### src/rtl/sram_like_arbiter.sv
// Round-robin arbiter that merges N SRAM-like master channels onto one downstream port.
// Responses come back in request order through an ID FIFO of the granted channels.
module sram_like_arbiter #(
    parameter int N_CH      = 2,
    parameter int ADDR_W    = 32,
    parameter int DATA_W    = 32,
    parameter int OST_DEPTH = 4
) (
    input  logic                             clock,
    input  logic                             reset,
    input  logic [N_CH-1:0]                  m_req,
    input  logic [N_CH-1:0]                  m_wr,
    input  logic [N_CH*DATA_W/8-1:0]         m_wstrb,
    input  logic [N_CH*ADDR_W-1:0]           m_addr,
    input  logic [N_CH*DATA_W-1:0]           m_wdata,
    output logic [N_CH-1:0]                  m_addr_ok,
    output logic [N_CH-1:0]                  m_data_ok,
    output logic [DATA_W-1:0]                m_rdata,
    output logic                             s_req,
    output logic                             s_wr,
    output logic [DATA_W/8-1:0]              s_wstrb,
    output logic [ADDR_W-1:0]                s_addr,
    output logic [DATA_W-1:0]                s_wdata,
    input  logic                             s_addr_ok,
    input  logic                             s_data_ok,
    input  logic [DATA_W-1:0]                s_rdata,
    output logic [$clog2(OST_DEPTH):0]       ost_count,
    output logic                             proto_err
);

    localparam int CH_W   = (N_CH > 1) ? $clog2(N_CH) : 1;
    localparam int PTR_W  = $clog2(OST_DEPTH);
    localparam int CNT_W  = PTR_W + 1;
    localparam int STRB_W = DATA_W / 8;
    localparam logic [N_CH-1:0]  ONE_HOT0 = {{(N_CH-1){1'b0}}, 1'b1};
    localparam logic [CNT_W-1:0] CNT_FULL = CNT_W'(OST_DEPTH);

    logic [CH_W-1:0]  rr_ptr_r;
    logic             lock_valid_r;
    logic [CH_W-1:0]  lock_ch_r;
    logic [CH_W-1:0]  id_fifo_r [OST_DEPTH];
    logic [PTR_W-1:0] wr_ptr_r;
    logic [PTR_W-1:0] rd_ptr_r;
    logic [CNT_W-1:0] count_r;
    logic             proto_err_r;

    logic [CH_W-1:0]  search_s;
    logic [CH_W-1:0]  grant_s;
    logic [CH_W:0]    idx_s;
    logic             full_s;
    logic             empty_s;
    logic             hs_s;
    logic             pop_s;

    // Circular first-set search from rr_ptr; scanning backwards lets the nearest requester win.
    always_comb begin
        search_s = rr_ptr_r;
        idx_s    = {(CH_W+1){1'b0}};
        for (int k = N_CH - 1; k >= 0; k--) begin
            idx_s = {1'b0, rr_ptr_r} + (CH_W+1)'(k);
            idx_s = (idx_s >= (CH_W+1)'(N_CH)) ? (idx_s - (CH_W+1)'(N_CH)) : idx_s;
            search_s = m_req[idx_s[CH_W-1:0]] ? idx_s[CH_W-1:0] : search_s;
        end
        grant_s = lock_valid_r ? lock_ch_r : search_s;
    end

    // Downstream request mux, handshake decode and per-channel strobes.
    always_comb begin
        full_s    = (count_r == CNT_FULL);
        empty_s   = (count_r == {CNT_W{1'b0}});
        s_req     = ((|m_req) | lock_valid_r) & ~full_s;
        s_wr      = m_wr[grant_s];
        s_wstrb   = m_wstrb[grant_s*STRB_W +: STRB_W];
        s_addr    = m_addr[grant_s*ADDR_W +: ADDR_W];
        s_wdata   = m_wdata[grant_s*DATA_W +: DATA_W];
        hs_s      = s_req & s_addr_ok & ~reset;
        pop_s     = s_data_ok & ~empty_s & ~reset;
        m_addr_ok = hs_s  ? (ONE_HOT0 << grant_s) : {N_CH{1'b0}};
        m_data_ok = pop_s ? (ONE_HOT0 << id_fifo_r[rd_ptr_r]) : {N_CH{1'b0}};
        m_rdata   = s_rdata;
        ost_count = count_r;
        proto_err = proto_err_r;
    end

    // ID FIFO storage; contents are only meaningful between the pointers, so no reset.
    always_ff @(posedge clock) begin
        if (hs_s) begin
            id_fifo_r[wr_ptr_r] <= grant_s;
        end else begin
            id_fifo_r[wr_ptr_r] <= id_fifo_r[wr_ptr_r];
        end
    end

    // Arbitration state, FIFO pointers, outstanding count and sticky protocol error.
    always_ff @(posedge clock) begin
        if (reset) begin
            rr_ptr_r     <= {CH_W{1'b0}};
            lock_valid_r <= 1'b0;
            lock_ch_r    <= {CH_W{1'b0}};
            wr_ptr_r     <= {PTR_W{1'b0}};
            rd_ptr_r     <= {PTR_W{1'b0}};
            count_r      <= {CNT_W{1'b0}};
            proto_err_r  <= 1'b0;
        end else begin
            if (hs_s) begin
                wr_ptr_r     <= wr_ptr_r + PTR_W'(1);
                rr_ptr_r     <= (grant_s == CH_W'(N_CH - 1)) ? {CH_W{1'b0}} : grant_s + CH_W'(1);
                lock_valid_r <= 1'b0;
            end else if (s_req) begin
                // Downstream stalled: pin the grant so the request fields stay stable.
                lock_valid_r <= 1'b1;
                lock_ch_r    <= grant_s;
            end else begin
                lock_valid_r <= lock_valid_r;
            end
            if (pop_s) begin
                rd_ptr_r <= rd_ptr_r + PTR_W'(1);
            end else begin
                rd_ptr_r <= rd_ptr_r;
            end
            case ({hs_s, pop_s})
                2'b10:   count_r <= count_r + CNT_W'(1);
                2'b01:   count_r <= count_r - CNT_W'(1);
                default: count_r <= count_r;
            endcase
            if (s_data_ok && empty_s) begin
                proto_err_r <= 1'b1;
            end else begin
                proto_err_r <= proto_err_r;
            end
        end
    end

endmodule
### config.mk
export PLATFORM = sky130hd
export DESIGN_NAME = sram_like_arbiter
export DESIGN_NICKNAME = d
export VERILOG_FILES = /design/src/rtl/sram_like_arbiter.sv
export SDC_FILE = /design/constraint.sdc
export NUM_CORES = 1
export LEC_CHECK = 0
export ABC_AREA = 1
export CAP_MARGIN = 20
export CELL_PAD_IN_SITES_DETAIL_PLACEMENT = 0
export CELL_PAD_IN_SITES_GLOBAL_PLACEMENT = 2
export CORE_MARGIN = 2
export CORE_UTILIZATION = 10
export CTS_BUF_LIST = sky130_fd_sc_hd__clkbuf_16
export DETAILED_ROUTE_END_ITERATION = 6
export PLACE_DENSITY = 0.95
export SLEW_MARGIN = 20
export SYNTH_ARGS = -nofsm -noshare
export SYNTH_HDL_FRONTEND = slang
export SYNTH_SLANG_ARGS = --single-unit
### constraint.sdc
create_clock -name clock -period 2 [get_ports clock]
set_clock_uncertainty 0.05 [all_clocks]
set_input_delay 0.2 -clock clock [delete_from_list [all_inputs] [get_ports clock]]
set_output_delay 0.2 -clock clock [all_outputs]
set_load 0.005 [all_outputs]
==> out/metrics.yaml <==
floorplanning:
  die_w_um: 145
  start_util_pct: 10.2
  rows: 51
  coreArea_sq_um: 19400
  dieArea_sq_um: 20900
  ios: 286
  die_h_um: 145
drt:
  first_pass_iters: 4
  drtAntennaViolNets: 0
  wl_um: 9260
  drcViolationCount: 0
  route.vias.total: 2878
  drt_iter0_drc: 82
  wire_per_inst_um: 10.8
  via_per_inst: 3.37
cts:
  cts-root-buf: "clkbuf_16"
  cts_tree: "yes"
  h-tree-depth: 1
  cts_made_buffers: 3
  cts_max_path_buffers: 2
  path_clk_slew_ns: 0.05
  cts_sinks: 17
  insertion_delay_ns: 0.25
synth:
  synth_top_area_cell: "nand2_1"
  synth_area_leaders: "nand2_1 (43%), dfxtp_1 (13%), buf_4 (12%), edfxtp_1 (6.1%), inv_1 (4.2%)"
  yosysMostFrequentCell: "nand2_1"
  synth_cells: 363
  synth_fp_nets: 545
  synth_edf_count: 4
  postSynthAreaPerCell_sq_um: 5.44
  synthArstFlopShare_pct: 0
  yosysSeqAreaShare_pct: 19.3
  synthFlopType: "dfxtp_1"
  ys_seq_elements: 17
  synth_common_cells: "nand2_1 (226), buf_4 (32), inv_1 (22)"
  ys_types: 18
  synthesis.area_sq_um: 1970
  synth_top_area_share_pct: 43.0
  yosysWarnings: 0
timing:
  finalHoldViolations: 0
  slew_headroom_pct: 83.8
  fin_ws_ns: 0.0543
  setup_tns_ns: 0
  rsz0062_at_grt: "yes"
  worstMarginPinSlew_ns: 0.242
  final_max_slew_viol_count: 0
  fmax_mhz: 514
  setup_viol: 0
  min_period_ns: 1.95
  timing.final.crit_share_pct: 97.3
layout:
  syn2layout_area_growth_pct: 144
  fillCellCount: 2170
  fin_cells: 854
  fin_area_sq_um: 4810
  diodes: 0
  fin_util_pct: 24.8
  drive_gt1_share_pct: 13.8
  layout.nets: 772
global_route:
  grt_pass1_wl_um: 12400
  antenna_found_initial: 0
  grt-ovfl-total: 0
  gr-usage-all-layers_pct: 7.61
  grt_max_degree: 29
  grt_pass1_vias: 2551
pwr:
  power_frac_comb_pct: 67.4
  peakVddDrop_mv: 0.307
  p_seq_share_pct: 16.7
  p_per_area_nw_per_um2: 512
  pwr-share-clk_pct: 15.9
  p_leak_uw: 0.00235
  swShare_pct: 33.0
  power.internal_uw: 1650
  p_sw_uw: 813
worst_hold_path:
  min_path_type: "input port to output pin"
  hold_depth: 0
critical_path:
  critPathKind: "flop to output pin"
  worstPathArrival_ns: 1.70
  required_ns: 1.75
  r2r.worst_path.cells: 12
  worst-path-max-fanout: 9
  crit_path_start_kind: "flop"
  end_kind: "output pin"
place:
  place_inst: 830
  gp_congestion: 0.739
  port_buffers: 221
  placed_area_sq_um: 4440
  post-place-ws_ns: -0.262
  dp_hpwl_um: 7080
job:
  maxCapViolCount: 0
status:
  status: "complete, no violations"
## final cells by class
class,count,area [sq um],share of cell area (%)
Tap cell,265,332,6.89
Clock inverter,1,3.75,0.0780
Timing Repair Buffer,269,2730,56.7
Sequential cell,17,385,8.01
Multi-Input combinational cell,275,1190,24.8
Clock buffer,3,75.1,1.56
Inverter,24,97.6,2.03
## timing repair
| action | in CTS | in global routing |
|---|---|---|
| buffers inserted | 9 | 6 |
| endpoints found under the setup margin | 72 | 18 |
| gates resized for setup | 99 | 54 |
| gates cloned | 4 | 1 |
| hold buffers | 0 | 0 |
| pin swaps | 1 | 4 |
## cell families (layout without fill, tap and decap cells)
| group | count (synthesis) | in the layout | synth area share (%) |
|---|---|---|---|
| adder cells (fa/ha/maj) | 6 | 6 | 4.18 |
| buffers and inverters | 71 | 297 | 22.9 |
| flip-flops | 17 | 17 | 19.3 |
| AO/OA/AOI/OAI | 16 | 16 | 4.37 |
| AND/OR/NAND/NOR | 253 | 253 | 49.3 |
## through the flow
step	hold WS [ns]	total power [uW]
2_1_floorplan	0.219	998
3_3_place_gp	0.350	1990
3_5_place_dp	0.350	1980
4_1_cts	0.350	2430
5_1_grt	0.350	2670
6_report	0.350	2470
## power groups by stage
stage	Sequential [uW]	Combinational (uW)	Clock [uW]
after detailed placement	413	1570	0
after floorplan	410	588	0
after global routing	416	1840	418
final	412	1660	392
after global placement	412	1570	0
after CTS	409	1620	398
## final timing paths
path | startpoint | end | slack, ns
worst max-delay path | lock_valid_r$_SDFFE_PP0N_ | s_wdata[29] | 0.05
worst min-delay path | s_rdata[16] | m_rdata[16] | 0.35
worst max register to register | ost_count[0]$_SDFFE_PP0P_ | ost_count[2]$_SDFFE_PP0P_ | 0.15
worst min register to register | proto_err$_SDFFE_PP0P_ | proto_err$_SDFFE_PP0P_ | 0.40
## worst max-delay path, stage by stage, from the launching register on
cell and delay, ns:
dfxtp_2 0.35, inv_2 0.06, nand3_2 0.07, nand3_4 0.14, buf_12 0.20, buf_4 0.14, buf_6 0.11, nand2_1 0.05
nand2_1 0.06, dlygate4sd2_1 0.27
## cells in the final DEF (no fill, tap or decap), drive strengths merged
master	netlist	routed
buf	47	46
nand3	11	11
a21oi	8	8
o211ai	1	1
edfxtp	4	4
clkdlybuf4s15	0	28
dfxtp	13	13
dlymetal6s2s	0	2
o21ai	7	7
nand2	226	226
inv	24	25
bufbuf	0	1
clkbuf	0	11
ha	5	5
nor2	16	16
fa	1	1
clkdlybuf4s50	0	147
dlygate4sd2	0	37
## per-layer routing
metal | global-route usage (%) | up-vias | share of wire [%]
met5 | 0 | - | 0
met4 | 1.38 | 0 | 1.2
met3 | 1.95 | 16 | 8.7
met2 | 13.6 | 153 | 50
met1 | 9.28 | 1198 | 41
li1 | - | 1511 | -
No activity file was read; power rests on OpenSTA's default activity.
